[src/rtl/adc_arbiter.sv]
`default_nettype none
// ============================================================================
//  Module   : adc_arbiter
//  Purpose  : Round-robin scheduler sharing one soc/eoc-handshaked converter
//             between two four-phase req/ack clients. It selects the granted
//             client's input channel, runs the converter handshake, and
//             returns the sample together with an error flag. A watchdog
//             aborts a conversion that stalls in either handshake phase.
//
//  Parameters
//    W        data width of converter sample and returned result
//    TIMEOUT  max cycles spent in either converter-handshake state
//             (1..65535)
//
//  Ports
//    clock    in   1  system clock, all state updates on posedge
//    reset    in   1  synchronous, active-high reset
//    req0     in   1  client 0 conversion request (four-phase)
//    req1     in   1  client 1 conversion request (four-phase)
//    ack0     out  1  client 0 acknowledge; data/err valid while high
//    ack1     out  1  client 1 acknowledge; data/err valid while high
//    data     out  W  last conversion result (0 after a timeout)
//    err      out  1  1 = last conversion aborted by watchdog
//    sel      out  1  converter input mux select (0 = client 0, 1 = client 1)
//    soc      out  1  start-of-conversion to converter
//    eoc      in   1  end-of-conversion (1 = idle/done, 0 = converting)
//    x        in   W  converter output sample
//
//  Revision : 1.0  initial release
// ============================================================================
module adc_arbiter #(
    parameter int W       = 8,
    parameter int TIMEOUT = 255
) (
    input  logic         clock,
    input  logic         reset,
    input  logic         req0,
    input  logic         req1,
    output logic         ack0,
    output logic         ack1,
    output logic [W-1:0] data,
    output logic         err,
    output logic         sel,
    output logic         soc,
    input  logic         eoc,
    input  logic [W-1:0] x
);

    // ------------------------------------------------------------------------
    // State encoding
    // ------------------------------------------------------------------------
    localparam logic [1:0] c_ST_IDLE  = 2'd0;  // waiting for a request
    localparam logic [1:0] c_ST_START = 2'd1;  // soc high, waiting for eoc=0
    localparam logic [1:0] c_ST_CONV  = 2'd2;  // converting, waiting for eoc=1
    localparam logic [1:0] c_ST_ACK   = 2'd3;  // result presented to client

    // Watchdog terminal count. The timer restarts at 0 on entry to START and
    // on entry to CONV, so each phase gets exactly TIMEOUT sampled cycles.
    localparam logic [15:0] c_TMR_LAST = 16'(TIMEOUT - 1);

    // ------------------------------------------------------------------------
    // Registered state
    // ------------------------------------------------------------------------
    logic [1:0]   state_q, state_d;
    logic         gnt_q,   gnt_d;     // client currently being served
    logic         last_q,  last_d;    // client served most recently
    logic [15:0]  tmr_q,   tmr_d;     // watchdog counter
    logic         soc_q,   soc_d;
    logic         ack0_q,  ack0_d;
    logic         ack1_q,  ack1_d;
    logic [W-1:0] data_q,  data_d;
    logic         err_q,   err_d;
    logic         sel_q,   sel_d;

    // ------------------------------------------------------------------------
    // Combinational helpers
    // ------------------------------------------------------------------------
    logic w_any_req;     // at least one client requesting
    logic w_winner;      // arbitration result for this cycle
    logic w_req_gnt;     // request line of the granted client
    logic w_tmr_done;    // watchdog reached its last allowed cycle
    logic w_abort;       // watchdog fires in the current handshake phase

    assign w_any_req  = req0 | req1;

    // On a tie, the client that was not served last wins. With only one
    // requester this reduces to "req1 ? 1 : 0".
    assign w_winner   = (req0 & req1) ? ~last_q : req1;

    assign w_req_gnt  = gnt_q ? req1 : req0;
    assign w_tmr_done = (tmr_q == c_TMR_LAST);

    // ------------------------------------------------------------------------
    // Next-state logic
    // ------------------------------------------------------------------------
    always_comb begin
        state_d = state_q;
        gnt_d   = gnt_q;
        last_d  = last_q;
        tmr_d   = tmr_q;
        soc_d   = soc_q;
        ack0_d  = ack0_q;
        ack1_d  = ack1_q;
        data_d  = data_q;
        err_d   = err_q;
        sel_d   = sel_q;
        w_abort = 1'b0;

        case (state_q)
            c_ST_IDLE: begin
                // sel only ever changes here, so the converter input is stable
                // for the whole START/CONV/ACK sequence.
                if (w_any_req) begin
                    gnt_d   = w_winner;
                    sel_d   = w_winner;
                    soc_d   = 1'b1;
                    tmr_d   = 16'd0;
                    state_d = c_ST_START;
                end
            end

            c_ST_START: begin
                if (!eoc) begin
                    // Converter has accepted the start; release soc.
                    soc_d   = 1'b0;
                    tmr_d   = 16'd0;
                    state_d = c_ST_CONV;
                end else if (w_tmr_done) begin
                    w_abort = 1'b1;
                end else begin
                    tmr_d   = tmr_q + 16'd1;
                end
            end

            c_ST_CONV: begin
                // eoc is checked before the watchdog, so a converter that
                // finishes on the very last allowed cycle still succeeds.
                if (eoc) begin
                    data_d  = x;
                    err_d   = 1'b0;
                    ack0_d  = ~gnt_q;
                    ack1_d  = gnt_q;
                    state_d = c_ST_ACK;
                end else if (w_tmr_done) begin
                    w_abort = 1'b1;
                end else begin
                    tmr_d   = tmr_q + 16'd1;
                end
            end

            c_ST_ACK: begin
                // Hold ack/data/err until the granted client withdraws its
                // request. A client that already dropped req sees a single
                // cycle of ack.
                if (!w_req_gnt) begin
                    ack0_d  = 1'b0;
                    ack1_d  = 1'b0;
                    last_d  = gnt_q;
                    state_d = c_ST_IDLE;
                end
            end

            default: begin
                state_d = c_ST_IDLE;
            end
        endcase

        // Watchdog abort, shared by START and CONV: report a zero sample with
        // the error flag set and hand the result to the granted client.
        if (w_abort) begin
            soc_d   = 1'b0;
            data_d  = '0;
            err_d   = 1'b1;
            ack0_d  = ~gnt_q;
            ack1_d  = gnt_q;
            state_d = c_ST_ACK;
        end
    end

    // ------------------------------------------------------------------------
    // Registers
    // ------------------------------------------------------------------------
    // last resets to 1 so that client 0 wins the first tie after reset.
    always_ff @(posedge clock) begin
        if (reset) begin
            state_q <= c_ST_IDLE;
            gnt_q   <= 1'b0;
            last_q  <= 1'b1;
            tmr_q   <= 16'd0;
            soc_q   <= 1'b0;
            ack0_q  <= 1'b0;
            ack1_q  <= 1'b0;
            data_q  <= '0;
            err_q   <= 1'b0;
            sel_q   <= 1'b0;
        end else begin
            state_q <= state_d;
            gnt_q   <= gnt_d;
            last_q  <= last_d;
            tmr_q   <= tmr_d;
            soc_q   <= soc_d;
            ack0_q  <= ack0_d;
            ack1_q  <= ack1_d;
            data_q  <= data_d;
            err_q   <= err_d;
            sel_q   <= sel_d;
        end
    end

    // ------------------------------------------------------------------------
    // Outputs (all registered)
    // ------------------------------------------------------------------------
    assign ack0 = ack0_q;
    assign ack1 = ack1_q;
    assign data = data_q;
    assign err  = err_q;
    assign sel  = sel_q;
    assign soc  = soc_q;

endmodule
`default_nettype wire

[config.mk]
export PLATFORM = sky130hd
export DESIGN_NAME = adc_arbiter
export DESIGN_NICKNAME = d
export VERILOG_FILES = /design/src/rtl/adc_arbiter.sv
export SDC_FILE = /design/constraint.sdc
export NUM_CORES = 1
export LEC_CHECK = 0
export CORE_MARGIN = 8
export CORE_UTILIZATION = 50
export DETAILED_ROUTE_END_ITERATION = 7
export PLACE_DENSITY = 0.8
export SYNTH_ARGS = -nofsm -noshare
export SYNTH_HDL_FRONTEND = slang
export SYNTH_SLANG_ARGS = --single-unit
[constraint.sdc]
create_clock -name clock -period 2.2 [get_ports clock]
set_input_delay 0.55 -clock clock [delete_from_list [all_inputs] [get_ports clock]]
set_output_delay 0.55 -clock clock [all_outputs]
set_load 0.02 [all_outputs]
* Word-level counts from Yosys, hierarchy flattened *
Cells that the tools add are included.

storage, ports and cells
  word-level logic and storage cells = 71
  flip-flop bits (word level) = 32
  output and inout port bits = 13
  bits in read-only memories = 0
  memory bits (writable) = 0
  memories kept = 0
  latch bits = 0

operators by class
  $mul = 0
  div/mod/pow operators = 0
  equality and inequality tests = 11
  order comparisons = 0
  $add $sub $neg = 1
  bitwise gates (word level) = 5
  shift-type cells = 0
  reductions and logical operators = 15
  mux-type cells = 30

operators with widths
  kind                                             number
  two-way mux 16 bit                               4
  case mux 16 bit (3 select lines)                 1
  adder 16 x 1 -> 16 bit (second input constant)   1
  == test 16 x 8 -> 1 bit (second input constant)  1
  two-way mux 1 bit                                15
  inequality test 3 bit (second input constant)    4
  two-way mux 2 bit                                5
  AND reduction 3 bit                              3
  case mux 1 bit (2 select lines)                  4
  case mux 2 bit (4 select lines)                  1
  AND reduction 2 bit                              4
  inequality test 2 bit (second input constant)    3
  nonzero test 2 bit                               3
  nonzero test 3 bit                               2
  == test 2 bit (second input constant)            2
  AND reduction 4 bit                              1
  inverter 1 bit                                   3
  == test 2 x 1 -> 1 bit (second input constant)   1
  logical NOT 2 bit                                1
  OR reduction 2 bit                               1
  bitwise AND 1 bit                                1
  bitwise OR 1 bit                                 1

* Logic depth before layout (Yosys ltp) *
Gate-level depths: netlist of the first run.

  word-level depth = 6
  gate-level depth with buffers = 8
  gate-level depth less buffers = 7

* Least setup slack after synthesis of the first run *
OpenSTA, ideal clock, no wires.

  path type = reg-to-reg
  from = reg state_q[0]
  to = reg tmr_q[10]
  data required time = 2072 ps
  slack = 292 ps
  buffers on the path = 2
  setup time = 128 ps
  arrival = 1780 ps
  stages on the path, launching flop included = 9
  path through = dfxtp_1 > inv_1 > ha_1 > and2_1 > clkbuf_1 > nor3_1 > a21o_1 > clkbuf_1 > nor2_1

between the ends
  longest elaborated chain between the ends = 3
  elaborated cells between the ends (all ways) = 8

RTL lines
  what                                                                                 line  text
  start, declared                                                                      64    logic [1:0] state_q, state_d;
  start signal, assigned                                                               186   state_q <= c_ST_IDLE;
  start signal, assigned                                                               197   state_q <= state_d;
  == test 2 bit, or another cell as far along                                          109   case (state_q)
  inequality test 2 bit (no source line) / nonzero test 3 bit (equally long branches)  n/a
  AND reduction 3 bit (no source line)                                                 n/a
  end signal, assigned                                                                 200   tmr_q <= tmr_d;
  end, declared                                                                        67    logic [15:0] tmr_q, tmr_d;

Parallel ways exist; a longest one is shown, timed or not.
A chain may end at the register's enable or synchronous reset.

* Final worst setup path of the first run *
  from = reg sel_q (netlist: sel)
  to = out sel

RTL lines
  what                    line  text
  start, declared         73    logic sel_q, sel_d;
  start signal, assigned  206   sel_q <= sel_d;
  end, declared           43    output logic sel,

No word-level cell between the ends.

==> results.json, run 1 <==
{
  "finalHoldViolations": 0,
  "design.die.area_mm2": 0.005190,
  "critical_path_arrival_ns": 1.43,
  "gp_routability_congestion": 0.8422,
  "grt_setup_unrepaired": "false",
  "drtPass1Iterations": 4,
  "yosys_most_used_dff": "sky130_fd_sc_hd__dfxtp_1",
  "worstSkewPairLatency_ns": 0.34,
  "synth.most_common_cell": "sky130_fd_sc_hd__dfxtp_1",
  "clk_path_buf_depth": 2,
  "critPathRequiredTime_ns": 1.65,
  "p_int_mw": 1.066,
  "ys_seq_area_share_pct": 40.80,
  "largest_clock_skew_in_the_final_design_ns": 0.01146,
  "insertedDiodeCount": 0,
  "instances_no_fill": 269,
  "fin_tns_setup_ns": 0,
  "critical_path.top_delay_family": "buffers and inverters",
  "grtUsageTotal_pct": 14.74,
  "startpoint_type": "register",
  "drc": 0,
  "crit_path_start": "sel",
  "tritoncts": "yes",
  "vdd_ir_drop_max_uv": 394.6,
  "cts.sink_count": 32,
  "buffer_ports.inserted": 25,
  "logic_depth_of_the_worst_path_buffers_included": 1,
  "cts_buffers": 5,
  "critical_path.endpoint": "sel",
  "power_frac_comb_pct": 38.1,
  "cpMaxStageDelayCell": "sky130_fd_sc_hd__clkdlybuf4s50_1",
  "timing.critical_path.to_type": "output pin",
  "detailed_route_wl_mm": 3.592,
  "power.switching_fraction_pct": 37.07,
  "dpl.hpwl_mm": 2.699,
  "syn-instance-count": 187,
  "setup.worst_path.class": "reg2out",
  "worstReg2RegEnd": "tmr_q[5]",
  "tightestPinTransition_ns": 0.3487,
  "final_standard_cell_area_without_fillers_mm2": 0.001979,
  "postSynthNetCount": 207,
  "areaGrowthSynthToFinish_pct": 26.06,
  "gr-total-overflow": 0,
  "detailed_place.area_mm2": 0.001916,
  "detail-route-antenna-nets": 0,
  "yosysUniqueCellTypes": 37,
  "yosysWarnings": 0,
  "placement_rows": 20,
  "path_clk_slew_ns": 0.10,
  "die-height_um": 72.04,
  "synth.avg_cell_area_um2": 8.397,
  "slew_headroom_pct": 76.54,
  "nets": 244,
  "grt_pass1_vias": 1427,
  "run_status": "completed",
  "cts_htree_levels": 2,
  "vias_per_cell": 5.383,
  "r2r_cells": 7,
  "dr.first_iter.drc_count": 101,
  "grt_start_max_net_pins": 12,
  "power.total_mw": 1.694,
  "synth-edff-count": 0,
  "starting_density_of_the_core_pct": 51.86,
  "synthArstFlopShare_pct": 0,
  "synth_seq_cells": 32,
  "floorplan.core_area_mm2": 0.003028,
  "final_period_minus_worst_setup_slack_ns": 1.981,
  "worst_hold_slack_ns": 0.4590,
  "timing.reg2reg.setup_slack_ns": 0.27,
  "die_w_um": 72.04,
  "synth_top_cells_by_area": "sky130_fd_sc_hd__dfxtp_1, sky130_fd_sc_hd__xnor2_1, sky130_fd_sc_hd__a21oi_1",
  "yosys-top-cells-count": "sky130_fd_sc_hd__dfxtp_1, sky130_fd_sc_hd__nand2_1, sky130_fd_sc_hd__a21oi_1",
  "antenna_violations_before_repair": 0,
  "finalSetupViolCount": 0,
  "fill_cells": 266,
  "static-leakage-power_nw": 0.6790,
  "maxCapViolCount": 0,
  "critPathMaxStageDelay_ns": 0.65,
  "avgRoutedWirePerCell_um": 13.35,
  "post_route_cells_drive_above_1_share_pct": 10.67,
  "power.density_mw_per_mm2": 855.7,
  "netlist.area_leader.share_pct": 40.80,
  "cp_buf_inv_count": 1,
  "reg2reg_from": "state_q[0]",
  "power.sequential.fraction_pct": 42.2,
  "fmaxAchievable_mhz": 504.8,
  "timing.final.max_slew_violations": 0,
  "design.portCount": 26,
  "dpl.cell_count": 260,
  "timing.critical_path.fanout_max": 6,
  "switching_power_uw": 627.9,
  "crit_chain": "clkdlybuf4s50_1",
  "finalCritPeriodShare_pct": 90.04,
  "via_count": 1448,
  "synth.cell_area_mm2": 0.001570,
  "global_route_wire_length_before_repair_mm": 6.258,
  "min-delay-path-class": "reg2reg",
  "synthDominantAreaCellType": "sky130_fd_sc_hd__dfxtp_1",
  "clkPwrFrac_pct": 19.7,
  "root_buffer": "sky130_fd_sc_hd__clkbuf_4"
}
[sequential cells by signal (all words and copies together), names as in the netlist]
register and cells:
data 8, tmr_q 16, soc 1, ack1 1
state_q 2, last_q 1, sel 1, ack0 1
err 1
[worst min-delay path by stage]
| stage | from | cells past startpoint | slack [ns] | endpoint |
|---|---|---|---|---|
| finish | data[5] | 2 | 0.46 | data[5] |
| CTS | data[5] | 2 | 0.46 | data[5] |
| global route | data[7] | 2 | 0.49 | data[7] |
| detailed placement | data[5] | 2 | 0.45 | data[5] |
| floorplan | tmr_q[5] | 2 | 0.46 | tmr_q[5] |
| global placement | data[0] | 2 | 0.44 | data[0] |
[layout make-up]
cell class / instances / area (µm²) / area share [%]
multi-input combinational: 142 / 872.1 / 44.06
sequential: 32 / 640.6 / 32.36
timing repair buffer: 35 / 325.3 / 16.43
tap: 44 / 55.05 / 2.781
clock buffer: 5 / 37.54 / 1.896
inverter: 8 / 30.03 / 1.517
clock inverter: 3 / 18.77 / 0.9482
[metal layers]
metal  wire length, µm  GRT usage, %  vias up
met5                 0             0        -
met4                37         5.442        0
met3               264         5.785        6
met2              1738         25.40       38
met1              1552         15.89      677
li1                  -             -      727
[logic make-up (layout without fill, tap and decap cells)]
logic type                 Yosys count  in the layout  share of synthesized area, %
buffers and inverters               13             51                         3.665
xor gates and xnor gates            12             12                         6.693
and+or+nand+nor                     85             85                         28.68
muxes                                1              1                        0.7171
AOI/OAI and AO/OA                   37             37                         13.86
DFF                                 32             32                         40.80
adders and majority gates            7              7                         5.577
[placed cells by master, fill, tap and decap left out, types with 7 or more instances in the layout]
master	Yosys	routed
sky130_fd_sc_hd__nor2_1	17	17
sky130_fd_sc_hd__a21oi_1	19	19
sky130_fd_sc_hd__clkdlybuf4s50_1	0	25
sky130_fd_sc_hd__inv_1	8	8
sky130_fd_sc_hd__xnor2_1	12	12
sky130_fd_sc_hd__dfxtp_1	32	32
sky130_fd_sc_hd__o21ai_0	7	7
sky130_fd_sc_hd__nor3_1	11	11
sky130_fd_sc_hd__nand2_1	25	25
sky130_fd_sc_hd__ha_1	7	7
sky130_fd_sc_hd__buf_4	0	10
[power groups by stage]
stage	logic, mW	registers, mW	clock network [mW]
after floorplan	0.382	0.757	0
after global placement	0.612	0.723	0
after detailed placement	0.636	0.730	0
after CTS	0.643	0.716	0.340
after global routing	0.711	0.726	0.372
final	0.646	0.715	0.333
[per-stage QoR]
stage	worst slack [ns]	util [%]
floorplan	0.2924	-
global placement	-0.07406	63.26
detailed placement	-0.1736	63.26
CTS	0.1478	65.12
global route	0.1176	65.37
finish	0.2190	65.37
[repair_timing]
action | 4_1_cts | 5_1_grt
buffers inserted | 0 | 1
hold buffers | 0 | 0
setup endpoints to repair | 0 | 4
resized for setup | 0 | 0
Power figures use the tool's default switching activity.
==> run 2, diff against run 1 <==
- CORE_UTILIZATION: 50 -> 52
- PLACE_DENSITY: 0.8 -> 0.82
==> run 2 against run 1 <==
Via count rose by 0.83%. Total power rose by 7.2%. Maximum frequency fell by 0.78%. Sequential cell count did not move. Register-to-register slack got worse by 0.02 ns. Critical endpoint unchanged.
==> results.json, run 2 (synthesis results as in run 1) <==
{
  "run_status": "completed",
  "avgRoutedWirePerCell_um": 13.89,
  "register_area_um2": 640.6,
  "multi_input_comb_area_um2": 878.3,
  "static-leakage-power_nw": 0.7051,
  "placement_rows": 20,
  "finalCritPeriodShare_pct": 90.75,
  "buffer_ports.inserted": 25,
  "fmaxAchievable_mhz": 500.9,
  "startpoint_type": "register",
  "fill_cells": 237,
  "tritoncts": "yes",
  "critPathMaxStageDelay_ns": 0.65,
  "largest_clock_skew_in_the_final_design_ns": 0.01328,
  "design.portCount": 26,
  "clk_path_buf_depth": 2,
  "grtUsageTotal_pct": 15.63,
  "grt_pass1_vias": 1493,
  "drtPass1Iterations": 4,
  "critical_path_arrival_ns": 1.45,
  "placement.setup.worst_slack_ns": -0.03002,
  "final_period_minus_worst_setup_slack_ns": 1.997,
  "die-height_um": 70.95,
  "cp_buf_inv_count": 1,
  "setup_ws_ns": 0.2035,
  "via_count": 1460,
  "dr.first_iter.drc_count": 90,
  "vias_per_cell": 5.573,
  "starting_density_of_the_core_pct": 53.18,
  "post_route_cells_drive_above_1_share_pct": 12.66,
  "layout_commonest_cell": "sky130_fd_sc_hd__dfxtp_1",
  "grt_start_max_net_pins": 12,
  "die_w_um": 70.95,
  "timing.critical_path.fanout_max": 6,
  "grt_setup_unrepaired": "false",
  "crit_chain": "clkdlybuf4s50_1",
  "slew_headroom_pct": 78.20,
  "cpMaxStageDelayCell": "sky130_fd_sc_hd__clkdlybuf4s50_1",
  "critical_path.top_delay_family": "buffers and inverters",
  "insertedDiodeCount": 0,
  "nets": 248,
  "timing.critical_path.to_type": "output pin",
  "setup.worst_path.class": "reg2out",
  "antenna_violations_before_repair": 0,
  "timing.final.max_slew_violations": 0,
  "top_reg_by_flops": "tmr_q",
  "finish.utilization_pct": 68.60,
  "design.die.area_mm2": 0.005034,
  "worstSkewPairLatency_ns": 0.35,
  "tightestPinTransition_ns": 0.3229,
  "largest_register_ff_count": 16,
  "detail-route-antenna-nets": 0,
  "power.density_mw_per_mm2": 896.6,
  "hold_buffers": 0,
  "finalSetupViolCount": 0,
  "areaGrowthSynthToFinish_pct": 29.00,
  "cts.sink_count": 32,
  "most-common-layout-cells": "sky130_fd_sc_hd__dfxtp_1, sky130_fd_sc_hd__nand2_1, sky130_fd_sc_hd__clkdlybuf4s50_1",
  "maxCapViolCount": 0,
  "cts_htree_levels": 2,
  "gr-total-overflow": 0,
  "min-delay-path-class": "reg2reg",
  "floorplan.core_area_mm2": 0.002953,
  "cts_buffers": 5,
  "root_buffer": "sky130_fd_sc_hd__clkbuf_4",
  "detailed_route_wl_mm": 3.639,
  "power.total_mw": 1.816,
  "path_clk_slew_ns": 0.11,
  "drc": 0,
  "finalHoldViolations": 0,
  "cts_setup_buffers": 0,
  "vdd_ir_drop_max_uv": 533.7,
  "critPathRequiredTime_ns": 1.65,
  "dpl.hpwl_mm": 2.799,
  "gp_routability_congestion": 0.9160,
  "global_route_wire_length_before_repair_mm": 6.348
}
==> run 2: cell types whose count changed in the layout (fill, tap and decap cells not counted) <==
cell                         before  now
sky130_fd_sc_hd__buf_4           10   14
sky130_fd_sc_hd__bufinv_16        0    1
sky130_fd_sc_hd__clkinv_2         2    1
sky130_fd_sc_hd__clkinv_4         1    0
sky130_fd_sc_hd__clkinvlp_4       0    1
sky130_fd_sc_hd__nor4b_1          1    0
sky130_fd_sc_hd__nor4b_2          0    1
==> run 2: cell type report <==
class                   count  area share (%)
repair buffers             39           17.54
inverters                   8           1.482
flip-flops and latches     32           31.62
well taps                  33           2.038
clock inverters             3           2.100
multi-input cells         142           43.36
clock buffers               5           1.853
==> run 2: what timing repair did <==
action / in CTS / in global routing
gates resized for setup: 0 / 1
endpoints found under the hold margin: 0 / 0
setup endpoints to repair: 0 / 1
==> run 2: stage by stage <==
stage	setup TNS [ns]	hold WS, ns	instance area [µm²]	std cells
finish	0	0.4600	2026	262
global route	0	0.4936	2026	262
CTS	0	0.4624	2019	262
detailed placement	-0.07157	0.4463	1939	254
global placement	0	0.4419	1939	254
floorplan	0	0.4590	1570	187
==> run 2: worst paths after layout <==
path / endpoint / cells past startpoint / slack, ns / start
hold reg to reg: data[1] / 2 / 0.46 / data[1]
setup / recovery: sel / 1 / 0.20 / sel
setup reg to reg: tmr_q[12] / 7 / 0.25 / state_q[1]
hold / removal: data[1] / 2 / 0.46 / data[1]
==> run 2: worst reg2reg max path: stages, from the launching register on <==
cell	delay [ns]
sky130_fd_sc_hd__dfxtp_1	0.36
sky130_fd_sc_hd__inv_1	0.11
sky130_fd_sc_hd__ha_1	0.26
sky130_fd_sc_hd__or3b_2	0.49
sky130_fd_sc_hd__nand3_1	0.29
sky130_fd_sc_hd__nor3_1	0.12
sky130_fd_sc_hd__xnor2_1	0.16
sky130_fd_sc_hd__nor2_1	0.05
==> run 2: per-layer routing <==
metal	routed length, µm	up-vias	track usage (%)	share of wire, %
li1	-	735	-	-
met1	1559	683	15.66	43
met3	199	6	5.226	5.5
met2	1822	36	28.22	50
met5	0	-	0	0
met4	58	0	7.621	1.6
==> run 2: report_power, final <==
group	internal, mW	switching [mW]	total (mW)
Clock	0.237	0.211	0.447
Combinational	0.299	0.357	0.656
Sequential	0.651	0.0624	0.713
